$ cat src/rtl/bcd_pkg.sv
// Shared types and constants for the BCD digit splitter and display path.
// Holds the FSM state encoding and the per-digit add-3 constants.
package bcd_pkg;

    typedef enum logic [1:0] {
        IDLE  = 2'd0,
        SHIFT = 2'd1,
        DONE  = 2'd2
    } state_t;

    localparam int                     BCD_DIGIT_W   = 4;
    localparam logic [BCD_DIGIT_W-1:0] BCD_MAX_DIGIT = 4'd9;
    localparam logic [BCD_DIGIT_W-1:0] ADD3_THRESH   = 4'd5;

endpackage

$ cat src/rtl/bcd_add3_digit.sv
// Double-dabble digit correction: adds 3 when the digit is 5 or more.
// Latency: combinational. Backpressure: none (pure function).
// Reuse: shared with the display path.
module bcd_add3_digit
    import bcd_pkg::*;
(
    input  logic [BCD_DIGIT_W-1:0] d,
    output logic [BCD_DIGIT_W-1:0] q
);

    assign q = (d >= ADD3_THRESH) ? d + 4'd3 : d;

endmodule

$ cat src/rtl/bcd_split_seq.sv
// Iterative binary-to-BCD splitter (shift-add-3). Build option: BCD_SPLIT_SATURATE_EN.
// Latency: done high IN_WIDTH cycles after the accepting edge; one result per IN_WIDTH+1 cycles.
// Backpressure: start is ignored while busy; it is accepted only in IDLE or DONE, with no queueing.
module bcd_split_seq
    import bcd_pkg::*;
#(
    parameter int IN_WIDTH = 16,
    parameter int DIGITS   = 5
) (
    input  logic                        clk,
    input  logic                        rst_n,
    input  logic                        start,
    input  logic [IN_WIDTH-1:0]         in,
    output logic                        busy,
    output logic                        done,
    output logic [BCD_DIGIT_W*DIGITS-1:0] bcd,
    output logic                        overflow
);

    localparam int SW = BCD_DIGIT_W * DIGITS;
    localparam int CW = $clog2(IN_WIDTH + 1);

    state_t              state;
    logic [IN_WIDTH-1:0] shreg;
    logic [SW-1:0]       scratch;
    logic [SW-1:0]       adj;
    logic [SW-1:0]       scratch_nxt;
    logic [SW-1:0]       result;
    logic [CW-1:0]       cnt;
    logic                ovf_sticky;
    logic                ovf_nxt;

    for (genvar g = 0; g < DIGITS; g++) begin : g_add3
        bcd_add3_digit u_add3 (
            .d (scratch[g*BCD_DIGIT_W +: BCD_DIGIT_W]),
            .q (adj[g*BCD_DIGIT_W +: BCD_DIGIT_W])
        );
    end

    // The bit leaving the top adjusted digit is worth 10^DIGITS: that is the overflow.
    assign scratch_nxt = {adj[SW-2:0], shreg[IN_WIDTH-1]};
    assign ovf_nxt     = ovf_sticky | adj[SW-1];

`ifdef BCD_SPLIT_SATURATE_EN
    assign result = ovf_nxt ? {DIGITS{BCD_MAX_DIGIT}} : scratch_nxt;
`else
    assign result = scratch_nxt;
`endif

    always_ff @(posedge clk) begin
        if (!rst_n) begin
            state      <= IDLE;
            busy       <= 1'b0;
            done       <= 1'b0;
            bcd        <= '0;
            overflow   <= 1'b0;
            cnt        <= '0;
            shreg      <= '0;
            scratch    <= '0;
            ovf_sticky <= 1'b0;
        end else begin
            done <= 1'b0;
            case (state)
                IDLE, DONE: begin
                    if (start) begin
                        shreg      <= in;
                        scratch    <= '0;
                        ovf_sticky <= 1'b0;
                        cnt        <= CW'(IN_WIDTH);
                        busy       <= 1'b1;
                        state      <= SHIFT;
                    end else begin
                        state <= IDLE;
                    end
                end
                SHIFT: begin
                    scratch    <= scratch_nxt;
                    shreg      <= shreg << 1;
                    ovf_sticky <= ovf_nxt;
                    cnt        <= cnt - CW'(1);
                    if (cnt == CW'(1)) begin
                        state    <= DONE;
                        busy     <= 1'b0;
                        done     <= 1'b1;
                        bcd      <= result;
                        overflow <= ovf_nxt;
                    end
                end
                default: state <= IDLE;
            endcase
        end
    end

endmodule

$ cat config.mk
export PLATFORM = sky130hd
export DESIGN_NAME = bcd_split_seq
export DESIGN_NICKNAME = d
export VERILOG_FILES = /design/src/rtl/bcd_pkg.sv /design/src/rtl/bcd_add3_digit.sv /design/src/rtl/bcd_split_seq.sv
export SDC_FILE = /design/constraint.sdc
export NUM_CORES = 1
export LEC_CHECK = 0
export CORE_ASPECT_RATIO = 1.2
export CORE_MARGIN = 5
export CORE_UTILIZATION = 50
export DETAILED_ROUTE_END_ITERATION = 8
export GPL_TIMING_DRIVEN = 0
export PLACE_DENSITY_LB_ADDON = 0.3
export SETUP_SLACK_MARGIN = 0.05
export SYNTH_ARGS = -nofsm -noshare
export SYNTH_HDL_FRONTEND = slang
export SYNTH_SLANG_ARGS = --single-unit
$ cat constraint.sdc
create_clock -name clk -period 2.1 [get_ports clk]
set_input_delay 0.42 -clock clk [delete_from_list [all_inputs] [get_ports clk]]
set_output_delay 0.42 -clock clk [all_outputs]
set_load 0.01 [all_outputs]
==> flow_summary.toml <==
[finish]
final_util_pct = 62.4
drive_above_1_share_pct = 11.5
nets = 416
layoutNonFillerInstCount = 472
synthToLayoutAreaGrowth_pct = 22.8
diodes = 0
final_cell_mix = "67 x dfxtp_1, 48 x nand2_1, 40 x clkdlybuf4s50_1"
fillers = 519
final_cell_area_um2 = 3730
layout_commonest_cell = "dfxtp_1"

[pwr]
power_density_nw_per_um2 = 707
p_leak_uw = 0.00137
total_power_uw = 2630
vdd_drop_max_v = 0.000432

[yosys]
seq_area_frac_synth_pct = 44.2
synth-seq-cells = 67
yosys_warnings = 0
ys_types = 36
yosys-top-cells-area = "dfxtp_1 44%, nand2_1 5.9%, a21boi_0 5.2%"
synth_compound_area_share_pct = 24.0
synth_top_family_by_area = "compound AO/OA/AOI/OAI gates"
netlist_instances = 334
syn-num-nets = 365
synthesis.area_um2 = 3040
synth-simple-area-share_pct = 16.1
avgSynthCellArea_um2 = 9.09
synth_top_cell_area_share_pct = 44.2
yosys-mux-area-fraction_pct = 2.51
synth-adder-area-share_pct = 4.95
post-synth-top-area-cell = "dfxtp_1"
synthXorXnorAreaFrac_pct = 2.02

[flow_run]
max_cap_viol_count = 0

[clock_network]
cts_max_level = 3
cts_buffers = 9
cts.path.max_buffers = 2
ctsResizeCount = 0
cts_tree = "done"
clock-sinks = 67
post_cts_buffers = 0
cts_root_buffer = "clkbuf_8"
insertion_delay_ns = 0.35
clk_pin_slew_ns = 0.07
hold_buffers = 0

[run_status]
outcome = "complete, no violations"

[worst_setup_path]
crit_required_ns = 2.37
reg2reg_setup_slack_ns = 0.42
start_kind = "register"
startpoint = "scratch[0]"
arrival_ns = 1.95
crit_path_end_kind = "register"
crit_path_max_fanout = 5
crit_chain = "inv_1 > ha_1 > nand2b_1 > a21oi_1 > mux2_2 > o21ai_0"
reg2reg_to = "scratch[2]"
cp_slowest_cell = "mux2_2"
slowest_delay_ns = 0.39
rr_worst_depth = 6
crit_type = "reg2reg"
r2r-start = "scratch[0]"
endpoint = "scratch[2]"

[floorplanning]
num_rows = 31
die-area_um2 = 7740
initial_core_util_pct = 50.8
io_pins = 42
fp.dieW_um = 81.1
coreArea_um2 = 5970
die_height_um = 95.4

[routing]
via_per_inst = 5.39
num_vias = 2543
routed_wl_um = 6850
drc = 0
drt_pre_antenna_iters = 5
wire_per_inst_um = 14.5
first_iter_violations = 176
drtAntennaViolNets = 0

[grt]
antenna_found_initial = 0
grt_pass1_vias = 2559
grt_max_degree = 11
grt_pass1_wl_um = 11700
grt_overflow = 0
groute.usage.overall_pct = 20.1

[timing]
max_freq_mhz = 596
slew_viol_final = 0
fin_crit_sh_pct = 79.9
rsz0062_at_grt = "false"
setup_violations = 0
period_minus_slack_ns = 1.68
hold_viol_final = 0
fin_skew_ns = 0.00971
timing.setup.tns_ns = 0
worst_pin_slew_ns = 0.614
max_slew_margin_pct = 59.1

[placed_design]
io_buffers = 40
place_area_um2 = 3540
hpwl_um = 4730
globalplace.congestion = 0.851
placed_cells = 456

[min_path]
hold_class = "in2reg"
-- critical path, delay by kind of cell (launching register included) --
family	cells	cell delay [ns]
buffers and inverters	1	0.10
AND/OR/NAND/NOR	1	0.10
multiplexers	1	0.39
adder cells (fa/ha/maj)	1	0.25
flip-flops	1	0.34
AO/OA/AOI/OAI	2	0.41
-- Yosys cell counts --
master / number
dfxtp_1: 67
nand2_1: 48
o21ai_0: 28
a21boi_0: 21
a21oi_1: 20
a22oi_1: 17
inv_1: 14
ha_1: 12
buf_2: 9
nor3b_1: 8
o22ai_2: 8
clkbuf_1: 7
nand2b_1: 7
nand3_1: 7
xnor2_1: 7
nor3_1: 6
mux2_2: 5
nor2b_1: 5
o211a_1: 5
and2_1: 4
buf_6: 4
o21ai_1: 4
nor2_1: 3
a31oi_1: 2
and3_1: 2
buf_4: 2
mux2i_1: 2
o22ai_1: 2
clkbuf_2: 1
nand2_4: 1
nand3b_1: 1
nor2_4: 1
nor2b_2: 1
nor4_1: 1
nor4b_2: 1
o211ai_1: 1
-- where the power goes --
part / internal (uW) / leakage, uW / total [uW] / switching [uW]
Combinational: 116 / 0.000734 / 252 / 136
Clock: 581 / 0.0000947 / 1040 / 462
Sequential: 1310 / 0.000544 / 1340 / 27.5
Total: 2010 / 0.00137 / 2630 / 625
-- flip-flops by register name (all words and copies together) (netlist names) --
register	cells
bcd	20
scratch	20
shreg	16
cnt	5
state	2
busy	1
done	1
overflow	1
ovf_sticky	1
-- cell type report --
type	instances	area, um2	share of cell area [%]
Multi-Input combinational cell	230	1510	40.4
Sequential cell	67	1340	36.0
Timing Repair Buffer	40	400	10.7
Clock buffer	14	153	4.10
Buffer	23	136	3.66
Tap cell	82	103	2.75
Inverter	14	52.6	1.41
Clock inverter	2	35.0	0.940
-- metrics by stage --
step	setup WS (ns)	hold slack (ns)
CTS	0.423	0.385
global placement	0.127	0.451
global route	0.229	0.457
floorplan	0.602	0.439
finish	0.422	0.400
detailed placement	0.0903	0.457
-- worst min path at each step --
| stage | start | endpoint | slack [ns] | cells after the start |
|---|---|---|---|---|
| 2_1_floorplan | scratch[1] | scratch[1] | 0.44 | 2 |
| 3_3_place_gp | shreg[10] | shreg[10] | 0.45 | 2 |
| 3_5_place_dp | shreg[10] | shreg[10] | 0.46 | 2 |
| 4_1_cts | rst_n | overflow | 0.39 | 3 |
| 5_1_grt | rst_n | overflow | 0.46 | 3 |
| 6_report | rst_n | overflow | 0.40 | 3 |
-- logic make-up after synthesis --
logic type,count (synthesis)
XOR/XNOR,7
AO/OA/AOI/OAI,108
buffers and inverters,37
adder cells (fa/ha/maj),12
multiplexers,7
flip-flops,67
AND/OR/NAND/NOR,96
-- metal layers --
metal  GRT usage [%]  vias to the layer above  wire (um)
met1            24.0                     1197       2950
met3            5.67                       18        356
met2            32.2                       62       3290
met5               0                        -          0
li1                -                     1266          -
met4            11.4                        0        250
Power figures use the tool's default switching activity.
